## src/rtl/ssd_scan_driver.sv

```systemverilog
// ---------------------------------------------------------------------------
// ssd_scan_driver
//
// N-digit multiplexed seven-segment scan driver for the calculator board.
// Scans one digit per SCAN_TICKS clocks. Digit data is double-buffered:
// `load` fills a staging register, and the staging register is copied to the
// displayed (active) register only at the end of a full scan frame. The
// display never shows half of one value and half of the next.
// Each digit can be enabled, blinked and given a decimal point. Leading zeros
// can be blanked. A 16-level PWM inside each digit slot sets the brightness.
//
// Ports:
//   board_clk      in   system clock
//   Reset          in   asynchronous, active-high reset
//   digits         in   hex nibble per digit, digit 0 = bits [3:0]
//   dp             in   decimal point request per digit (1 = lit)
//   load           in   single-cycle strobe, captures digits/dp into staging
//   digit_en       in   per-digit enable (0 = digit dark)
//   blink          in   per-digit blink enable
//   lz_blank       in   1 = blank leading zeros
//   brightness     in   PWM duty select 0..15 ((brightness+1)/16 on-time)
//   anodes         out  active-low anode drives, bit i = digit i (registered)
//   cathodes       out  active-low {Ca,Cb,Cc,Cd,Ce,Cf,Cg,Dp} (registered)
//   scan_idx       out  digit currently being scanned
//   frame_pending  out  staged data not yet visible
//
// The file also holds ssd_scan_driver_checker, which carries the output
// invariants as concurrent assertions.
// ---------------------------------------------------------------------------

module ssd_scan_driver_checker #(
  parameter int N_DIGITS = 8
) (
  input logic                        board_clk,
  input logic                        Reset,
  input logic [N_DIGITS-1:0]         anodes,
  input logic [7:0]                  cathodes,
  input logic [$clog2(N_DIGITS)-1:0] scan_idx
);

  localparam int SW = $clog2(N_DIGITS);
  localparam logic [SW-1:0] IDX_LAST = SW'(N_DIGITS - 1);

  // Only one digit may be driven at a time.
  a_one_anode: assert property (@(posedge board_clk) disable iff (Reset)
    $onehot0(~anodes));

  // When every digit is dark, the segments are released as well.
  a_dark_blank: assert property (@(posedge board_clk) disable iff (Reset)
    (&anodes) |-> (cathodes == 8'hFF));

  // The scan position never leaves the digit range.
  a_idx_range: assert property (@(posedge board_clk) disable iff (Reset)
    scan_idx <= IDX_LAST);

endmodule

module ssd_scan_driver #(
  parameter int N_DIGITS   = 8,
  parameter int SCAN_TICKS = 262144,
  parameter int BLINK_DIV  = 26
) (
  input  logic                        board_clk,
  input  logic                        Reset,
  input  logic [4*N_DIGITS-1:0]       digits,
  input  logic [N_DIGITS-1:0]         dp,
  input  logic                        load,
  input  logic [N_DIGITS-1:0]         digit_en,
  input  logic [N_DIGITS-1:0]         blink,
  input  logic                        lz_blank,
  input  logic [3:0]                  brightness,
  output logic [N_DIGITS-1:0]         anodes,
  output logic [7:0]                  cathodes,
  output logic [$clog2(N_DIGITS)-1:0] scan_idx,
  output logic                        frame_pending
);

  localparam int PW = $clog2(SCAN_TICKS);
  localparam int SW = $clog2(N_DIGITS);
  localparam logic [PW-1:0]       PS_LAST  = PW'(SCAN_TICKS - 1);
  localparam logic [SW-1:0]       IDX_LAST = SW'(N_DIGITS - 1);
  localparam logic [31:0]         PWM_STEP = 32'(SCAN_TICKS / 16);
  localparam logic [N_DIGITS-1:0] ONE_HOT0 = N_DIGITS'(1);

  // Hex nibble to active-low {Ca..Cg}.
  function automatic logic [6:0] hex_to_seg(input logic [3:0] nib);
    logic [6:0] seg;
    case (nib)
      4'h0:    seg = 7'h01;
      4'h1:    seg = 7'h4F;
      4'h2:    seg = 7'h12;
      4'h3:    seg = 7'h06;
      4'h4:    seg = 7'h4C;
      4'h5:    seg = 7'h24;
      4'h6:    seg = 7'h20;
      4'h7:    seg = 7'h0F;
      4'h8:    seg = 7'h00;
      4'h9:    seg = 7'h04;
      4'hA:    seg = 7'h08;
      4'hB:    seg = 7'h60;
      4'hC:    seg = 7'h31;
      4'hD:    seg = 7'h42;
      4'hE:    seg = 7'h30;
      4'hF:    seg = 7'h38;
      default: seg = 7'h7F;
    endcase
    return seg;
  endfunction

  logic [PW-1:0]         prescaler_r;
  logic [SW-1:0]         scan_idx_r;
  logic [BLINK_DIV-1:0]  blink_cnt_r;
  logic [4*N_DIGITS-1:0] staging_digits_r;
  logic [N_DIGITS-1:0]   staging_dp_r;
  logic [4*N_DIGITS-1:0] active_digits_r;
  logic [N_DIGITS-1:0]   active_dp_r;
  logic                  frame_pending_r;
  logic [N_DIGITS-1:0]   anodes_r;
  logic [7:0]            cathodes_r;

  logic                  tick_s;
  logic                  frame_end_s;
  logic [N_DIGITS-1:0]   lz_mask_s;
  logic [3:0]            cur_nib_s;
  logic                  cur_dp_s;
  logic [6:0]            cur_seg_s;
  logic [31:0]           pwm_limit_s;
  logic                  pwm_on_s;
  logic                  blink_phase_s;
  logic                  visible_s;

  assign tick_s      = (prescaler_r == PS_LAST);
  assign frame_end_s = tick_s && (scan_idx_r == IDX_LAST);

  // Slot prescaler and digit scan position.
  always_ff @(posedge board_clk or posedge Reset) begin
    if (Reset) begin
      prescaler_r <= '0;
      scan_idx_r  <= '0;
    end else if (tick_s) begin
      prescaler_r <= '0;
      scan_idx_r  <= (scan_idx_r == IDX_LAST) ? '0 : scan_idx_r + SW'(1);
    end else begin
      prescaler_r <= prescaler_r + PW'(1);
      scan_idx_r  <= scan_idx_r;
    end
  end

  // Free-running blink counter; its MSB is the blink phase.
  always_ff @(posedge board_clk or posedge Reset) begin
    if (Reset) begin
      blink_cnt_r <= '0;
    end else begin
      blink_cnt_r <= blink_cnt_r + BLINK_DIV'(1);
    end
  end

  // Double buffer. At a frame end, active takes the staging value from before
  // this edge, so a load arriving in the same cycle stays pending for a frame.
  always_ff @(posedge board_clk or posedge Reset) begin
    if (Reset) begin
      staging_digits_r <= '0;
      staging_dp_r     <= '0;
      active_digits_r  <= '0;
      active_dp_r      <= '0;
      frame_pending_r  <= 1'b0;
    end else begin
      if (frame_end_s && frame_pending_r) begin
        active_digits_r <= staging_digits_r;
        active_dp_r     <= staging_dp_r;
      end else begin
        active_digits_r <= active_digits_r;
        active_dp_r     <= active_dp_r;
      end
      if (load) begin
        staging_digits_r <= digits;
        staging_dp_r     <= dp;
        frame_pending_r  <= 1'b1;
      end else begin
        staging_digits_r <= staging_digits_r;
        staging_dp_r     <= staging_dp_r;
        frame_pending_r  <= frame_end_s ? 1'b0 : frame_pending_r;
      end
    end
  end

  // Leading-zero mask. Walk from the top digit down. higher_clear stays set
  // while every digit above is zero or disabled. Digit 0 is never blanked.
  always_comb begin
    logic higher_clear;
    lz_mask_s    = '0;
    higher_clear = 1'b1;
    for (int i = N_DIGITS - 1; i >= 0; i--) begin
      if (lz_blank && (i != 0) && higher_clear &&
          (active_digits_r[4*i +: 4] == 4'h0)) begin
        lz_mask_s[i] = 1'b1;
      end else begin
        lz_mask_s[i] = 1'b0;
      end
      if (digit_en[i] && (active_digits_r[4*i +: 4] != 4'h0)) begin
        higher_clear = 1'b0;
      end else begin
        higher_clear = higher_clear;
      end
    end
  end

  // Visibility of the digit in the current slot: enable, blanking, blink and
  // PWM window. The PWM window starts at the beginning of the slot.
  always_comb begin
    cur_nib_s     = active_digits_r[{scan_idx_r, 2'b00} +: 4];
    cur_dp_s      = active_dp_r[scan_idx_r];
    cur_seg_s     = hex_to_seg(cur_nib_s);
    pwm_limit_s   = (32'(brightness) + 32'd1) * PWM_STEP;
    pwm_on_s      = (32'(prescaler_r) < pwm_limit_s);
    blink_phase_s = blink_cnt_r[BLINK_DIV-1];
    visible_s     = digit_en[scan_idx_r] && !lz_mask_s[scan_idx_r] &&
                    !(blink[scan_idx_r] && blink_phase_s) && pwm_on_s;
  end

  // Registered pin drives, one cycle behind the scan state.
  always_ff @(posedge board_clk or posedge Reset) begin
    if (Reset) begin
      anodes_r   <= '1;
      cathodes_r <= 8'hFF;
    end else if (visible_s) begin
      anodes_r   <= ~(ONE_HOT0 << scan_idx_r);
      cathodes_r <= {cur_seg_s, ~cur_dp_s};
    end else begin
      anodes_r   <= '1;
      cathodes_r <= 8'hFF;
    end
  end

  assign anodes        = anodes_r;
  assign cathodes      = cathodes_r;
  assign scan_idx      = scan_idx_r;
  assign frame_pending = frame_pending_r;

  ssd_scan_driver_checker #(
    .N_DIGITS(N_DIGITS)
  ) u_checker (
    .board_clk(board_clk),
    .Reset    (Reset),
    .anodes   (anodes_r),
    .cathodes (cathodes_r),
    .scan_idx (scan_idx_r)
  );

endmodule

```

## config.mk

```make
export PLATFORM = sky130hd
export DESIGN_NAME = ssd_scan_driver
export DESIGN_NICKNAME = d
export VERILOG_FILES = /design/src/rtl/ssd_scan_driver.sv
export SDC_FILE = /design/constraint.sdc
export NUM_CORES = 1
export LEC_CHECK = 0
export BUFFER_PORTS_ARGS = -buffer_cell sky130_fd_sc_hd__buf_2
export CAP_MARGIN = 10
export CORE_MARGIN = 2
export CORE_UTILIZATION = 40
export CTS_CLUSTER_DIAMETER = 150
export DETAILED_ROUTE_END_ITERATION = 16
export GPL_TIMING_DRIVEN = 0
export PLACE_DENSITY_LB_ADDON = 0.08
export SLEW_MARGIN = 20
export SYNTH_ARGS = -nofsm -noshare
export SYNTH_HDL_FRONTEND = slang
export SYNTH_SLANG_ARGS = --single-unit
```

## constraint.sdc

```tcl
create_clock -name board_clk -period 4.93 [get_ports board_clk]
set_input_delay 0.493 -clock board_clk [delete_from_list [all_inputs] [get_ports board_clk]]
set_output_delay 0.493 -clock board_clk [all_outputs]
set_load 0.01 [all_outputs]
```

==> results of run 1 <==
cell families after synthesis:
family	synth area share [%]
compound gates	3.40
buf+inv	2.73
flops	53.8
mux	22.3
xor+xnor	5.07
fa+ha+maj	3.34
simple gates	9.40
power breakdown:
group | internal, mW | switching, mW
logic | 0.0623 | 0.0626
clock network | 0.789 | 0.489
registers | 1.22 | 0.0198
final cells by class:
| cell class | count | area (um2) |
|---|---|---|
| Sequential cell | 144 | 3620 |
| Clock inverter | 11 | 130 |
| Multi-Input combinational cell | 313 | 2930 |
| Timing Repair Buffer | 83 | 438 |
| Clock buffer | 21 | 470 |
| Buffer | 17 | 116 |
| Inverter | 18 | 75.1 |
| Fill cell | 1465 | 8470 |
| Tap cell | 220 | 275 |
per-stage QoR:
step           utilization (%)  cells  TNS (ps)
6_report                  48.8    827         0
4_1_cts                   48.8    827         0
5_1_grt                   48.8    827         0
3_3_place_gp              44.9    794   -122450
3_5_place_dp              45.1    795         0
2_1_floorplan                -    492         0
synthesized netlist by cell type, drive strengths merged (3+ instances only):
cell,count
a21oi,7
a22oi,4
and3,5
and4,4
buf,13
clkbuf,4
dfrtp,128
dfstp,16
ha,18
inv,18
mux2,82
mux2i,11
mux4,13
nand2,23
nand3,28
nand4,10
nor2,19
nor2b,4
nor3,10
nor4,7
o2111ai,3
o21ai,9
o41ai,3
xnor2,22
xor2,17
how the worst max path moves through the flow:
stage / endpoint / slack [ps] / cells past startpoint
finish: cathodes[1] / 1770 / 9
floorplan: active_digits_r[0] / 600 / 1
CTS: cathodes[1] / 1830 / 9
detailed placement: cathodes[1] / 1850 / 9
global route: cathodes[1] / 1590 / 9
global placement: blink_cnt_r[16] / -970 / 2
worst reg2reg max path: cells and delay by family, from the launching register on:
kind            cells  cell delay, ps
compound gates      1             180
fa+ha+maj           1             270
buf+inv             3             880
flops               1             400
mux                 3            1250
simple gates        1             110
sequential cells by signal (all words and copies together) (netlist names):
register,count
blink_cnt_r,26
prescaler_r,18
active_digits_r,32
active_dp_r,8
staging_dp_r,8
frame_pending,1
scan_idx,3
staging_digits_r,32
anodes,8
cathodes,8
placed cells by master (no fill, tap or decap), types with 3 or more instances in the layout:
cell type | Yosys | layout
and4_1 | 4 | 4
ha_1 | 18 | 18
nor2_1 | 19 | 19
o41ai_1 | 3 | 3
nand4_1 | 9 | 9
clkbuf_16 | 0 | 17
nor4_1 | 6 | 6
clkinv_4 | 0 | 5
dfstp_2 | 16 | 16
and3_1 | 4 | 4
o21ai_0 | 9 | 9
xor2_1 | 17 | 17
clkbuf_8 | 0 | 3
nand2_1 | 23 | 23
mux2_2 | 42 | 42
buf_6 | 6 | 6
a22oi_1 | 4 | 4
mux4_2 | 13 | 13
xnor2_1 | 22 | 22
clkbuf_1 | 4 | 5
o2111ai_1 | 3 | 3
mux2i_1 | 9 | 9
dfrtp_1 | 128 | 128
inv_1 | 17 | 16
buf_1 | 3 | 3
nor2b_1 | 4 | 4
nand3_1 | 26 | 26
nor3_1 | 10 | 10
a21oi_1 | 7 | 7
buf_2 | 3 | 85
mux2_4 | 40 | 40
routing by layer:
metal	share of wire [%]	GRT usage, %	vias to the layer above
met1	47	23.0	2072
li1	-	-	1972
met3	4.1	4.57	25
met2	46	25.8	115
met5	0	0	-
met4	2.6	7.45	0
==> impl_metrics.ini, run 1 <==
[worst_setup_path]
crit_required_ps = 5260
rr_startpoint = scan_idx[2]
critPathMaxFanout = 10
crit_start = scan_idx[2]
critical_path_class = register to register
path_cells = buf_2 > buf_1 > mux4_2 > mux2i_1 > inv_1 > ha_1 > mux2_2 > a22oi_1 > nand3_1
critPathCaptureType = register
rr_worst_depth = 9
path_buf_inv = 3
crit_slowest_cell = mux2i_1
reg2reg_slack_ps = 1770
cp-start-kind = register
cp.arrival_ps = 3480
cpPeakStageDelay_ps = 560
crit_family = multiplexers
r2r-end = cathodes[1]

[timing]
fmax_mhz = 317
grt_setup_unrepaired = false
relSlewSlack_pct = 54.2
worst_slack_ps = 1770
period_minus_slack_ps = 3160
hold_viol = 0
worst_pin_slew_ps = 668
finalClockSkew_ps = 12.7
hold-worst-slack_ps = 99.4
final_max_slew_viol_count = 0
setup_viol = 0
min_period_over_period_pct = 64.0

[drt]
drt_pre_antenna_iters = 6
num_vias = 4184
drt_iter0_drc = 253
drc = 0
ant_nets = 0
routed_via_density = 5.06
wl_per_cell_um = 16.9
drt_wl_total_um = 14000

[place]
placed_area_um2 = 7460
numPortBuffers = 82
dp_hpwl_um = 10300
dp_slack_ps = 1850
gp_congestion = 0.813

[layout]
syn_to_final_growth_pct = 19.6
drive_gt1_share_pct = 40.4
fin_nets = 676
final_area_um2 = 8060
diodes = 0

[clock_tree]
tritoncts = built
clkTransAtPathRegs_ps = 60
clockBufferDepth = 2
cts_num_sinks = 144
cts_root_buf = clkbuf_16
clk_latency_ps = 420
cts_hold_buf = 0
h-tree-depth = 4
post_cts_resize_count = 0
cts_setup_buffers = 0
numCtsBuffers = 17

[synthesis]
seq_area_frac_synth_pct = 53.8
synth_area_leaders = dfrtp_1 (48%), mux2_4 (8.9%), mux2_2 (7.0%), dfstp_2 (6.2%), mux4_2 (4.3%)
synth_seq_cells = 144
yosysWarningCount = 0
synth_top_area_share_pct = 47.5
syn_inst = 492
synth_cell_types = 47
syn-num-nets = 574
synth_area_um2 = 6740
synth_ff_type = dfrtp_1
yosys.area.top_type = dfrtp_1
syn_avg_cell_area_um2 = 13.7
synth-edff-count = 0
async_reset_ff_share_pct = 100

[run]
drv_cap = 0

[global_routing]
grt_max_degree = 83
grt_pass1_wl_um = 23300
grt_antenna_before_repair = 0
grt_overflow = 0
grt_use_total_pct = 17.0
grt_pass1_vias = 4421

[floorplan]
fp.coreArea_um2 = 16500
std_cell_rows = 47
initial_core_util_pct = 40.8
ios = 84
die_h_um = 134
die_area_um2 = 17900
fp.dieW_um = 134

[power]
finalPower_mw = 2.65
ir_drop_uv = 228
p_leak_nw = 3.81
power_density_nw_per_um2 = 328

[worst_hold_path]
min_path_type = primary input to async pin

[run_status]
outcome = completed
(Power assumes the default switching activity.)
==> run 2, diff against run 1 <==
==> constraint.sdc (replaced) <==
create_clock -name board_clk -period 2.55 [get_ports board_clk]
set_input_delay 0.255 -clock board_clk [delete_from_list [all_inputs] [get_ports board_clk]]
set_output_delay 0.255 -clock board_clk [all_outputs]
set_load 0.01 [all_outputs]
==> impl_metrics.ini, run 2 (synthesis results as in run 1) <==
[run_status]
outcome = completed

[drt]
drt_wl_total_um = 14000
drt_iter0_drc = 160
ant_nets = 0
wl_per_cell_um = 16.8
drt_pre_antenna_iters = 4
routed_via_density = 5.00
num_vias = 4173
drc = 0

[global_routing]
grt_overflow = 0
grt_pass1_wl_um = 23200
met1_usage_pct = 22.9
grt_busiest_layer = met2
grt_use_met2_pct = 26.0
grt_use_total_pct = 16.9
met3_usage_pct = 4.80
grt_antenna_before_repair = 0
grt_max_degree = 37
grt_pass1_vias = 4357

[power]
p_leak_nw = 3.82
ir_drop_uv = 445
finalPower_mw = 5.05
power_density_nw_per_um2 = 618

[clock_tree]
clk_latency_ps = 410
clockBufferDepth = 2
cts_num_sinks = 144
cts_root_buf = clkbuf_16
h-tree-depth = 4
tritoncts = built
numCtsBuffers = 17
clkTransAtPathRegs_ps = 60

[timing]
period_minus_slack_ps = 2400
fmax_mhz = 416
final_max_slew_viol_count = 0
setup_viol = 0
hold-worst-slack_ps = 70.3
grt_setup_unrepaired = false
worst_pin_slew_ps = 646
finalClockSkew_ps = 9.49
hold_viol = 0
relSlewSlack_pct = 56.9
min_period_over_period_pct = 94.3

[floorplan]
die_h_um = 134
fp.dieW_um = 134
std_cell_rows = 47
ios = 84
die_area_um2 = 17900
initial_core_util_pct = 40.8
fp.coreArea_um2 = 16500

[worst_setup_path]
path_buf_inv = 2
critPathMaxFanout = 10
critPathCaptureType = register
cp-start-kind = register
path_cells = buf_6 > mux4_2 > mux2i_4 > inv_1 > ha_1 > mux2_2 > a22oi_1 > nand3_1
cp.arrival_ps = 2730
crit_required_ps = 2880
cpPeakStageDelay_ps = 570
crit_family = multiplexers
critical_path_class = register to register
crit_slowest_cell = mux4_2

[layout]
final_cell_mix = dfrtp_1 (127), buf_2 (84), mux2_2 (42)
layout_commonest_cell = dfrtp_1
drive_gt1_share_pct = 41.5
fin_nets = 685
syn_to_final_growth_pct = 21.1
diodes = 0
largestRegisters = active_digits_r: 32 flops, staging_digits_r: 32 flops, blink_cnt_r: 26 flops

[place]
dp_hpwl_um = 10600
numPortBuffers = 82
gp_congestion = 0.837

[run]
drv_cap = 0

[worst_hold_path]
min_path_type = primary input to register
[run 2: changes by cell type in the layout (fill, tap and decap cells not counted), sizes merged]
cell         before  now
buf              96  104
clkinv            7    3
clkinvlp          1    6
dlygate4sd3       0    1
inv              19   17
[run 2: layout make-up]
class / instances / area (um2)
sequential: 144 / 3620
inverter: 18 / 71.3
tap: 220 / 275
fill: 1470 / 8360
buffer: 17 / 123
multi-input combinational: 313 / 2960
clock buffer: 21 / 460
clock inverter: 10 / 113
timing repair buffer: 92 / 538
[run 2: per-layer routing]
metal	wire length, um	share of wire, %
met1	6600	47
met2	6580	47
met3	573	4.1
met4	292	2.1
met5	0	0
[run 2: path summary, 6_finish.rpt]
| check | endpoint | slack [ps] | start | depth (start not counted) |
|---|---|---|---|---|
| max | cathodes[1] | 150 | scan_idx[0] | 8 |
| max in group asynchronous | cathodes[6] | 1200 | Reset | 5 |
| max reg2reg | cathodes[1] | 150 | scan_idx[0] | 8 |
| min in group asynchronous | staging_dp_r[7] | 470 | Reset | 3 |
| min | staging_digits_r[6] | 70 | digits[6] | 2 |
| min reg2reg | blink_cnt_r[0] | 450 | blink_cnt_r[0] | 1 |
[run 2: repair_timing]
action,in CTS,in global routing
pin swaps,0,1
setup endpoints to repair,7,4
buffers inserted,0,5
hold buffers,1,0
resized for setup,6,2
endpoints found under the hold margin,26,0
[run 2: report_power, final]
group,switching [mW],internal (mW)
Clock,0.914,1.48
Sequential,0.0398,2.36
Combinational,0.120,0.129
[run 2: metrics by stage]
| step | setup slack (ps) | TNS, ps | util (%) | std cells | instance area [um2] |
|---|---|---|---|---|---|
| 6_report | 146 | 0 | 49.4 | 835 | 8160 |
| 5_1_grt | 17.7 | 0 | 49.4 | 835 | 8160 |
| 4_1_cts | 19.9 | 0 | 49.1 | 830 | 8120 |
| 3_5_place_dp | -374 | -1400 | 45.5 | 798 | 7510 |
| 3_3_place_gp | -372 | -47150 | 45.0 | 794 | 7430 |
| 2_1_floorplan | 99.2 | 0 | - | 492 | 6750 |
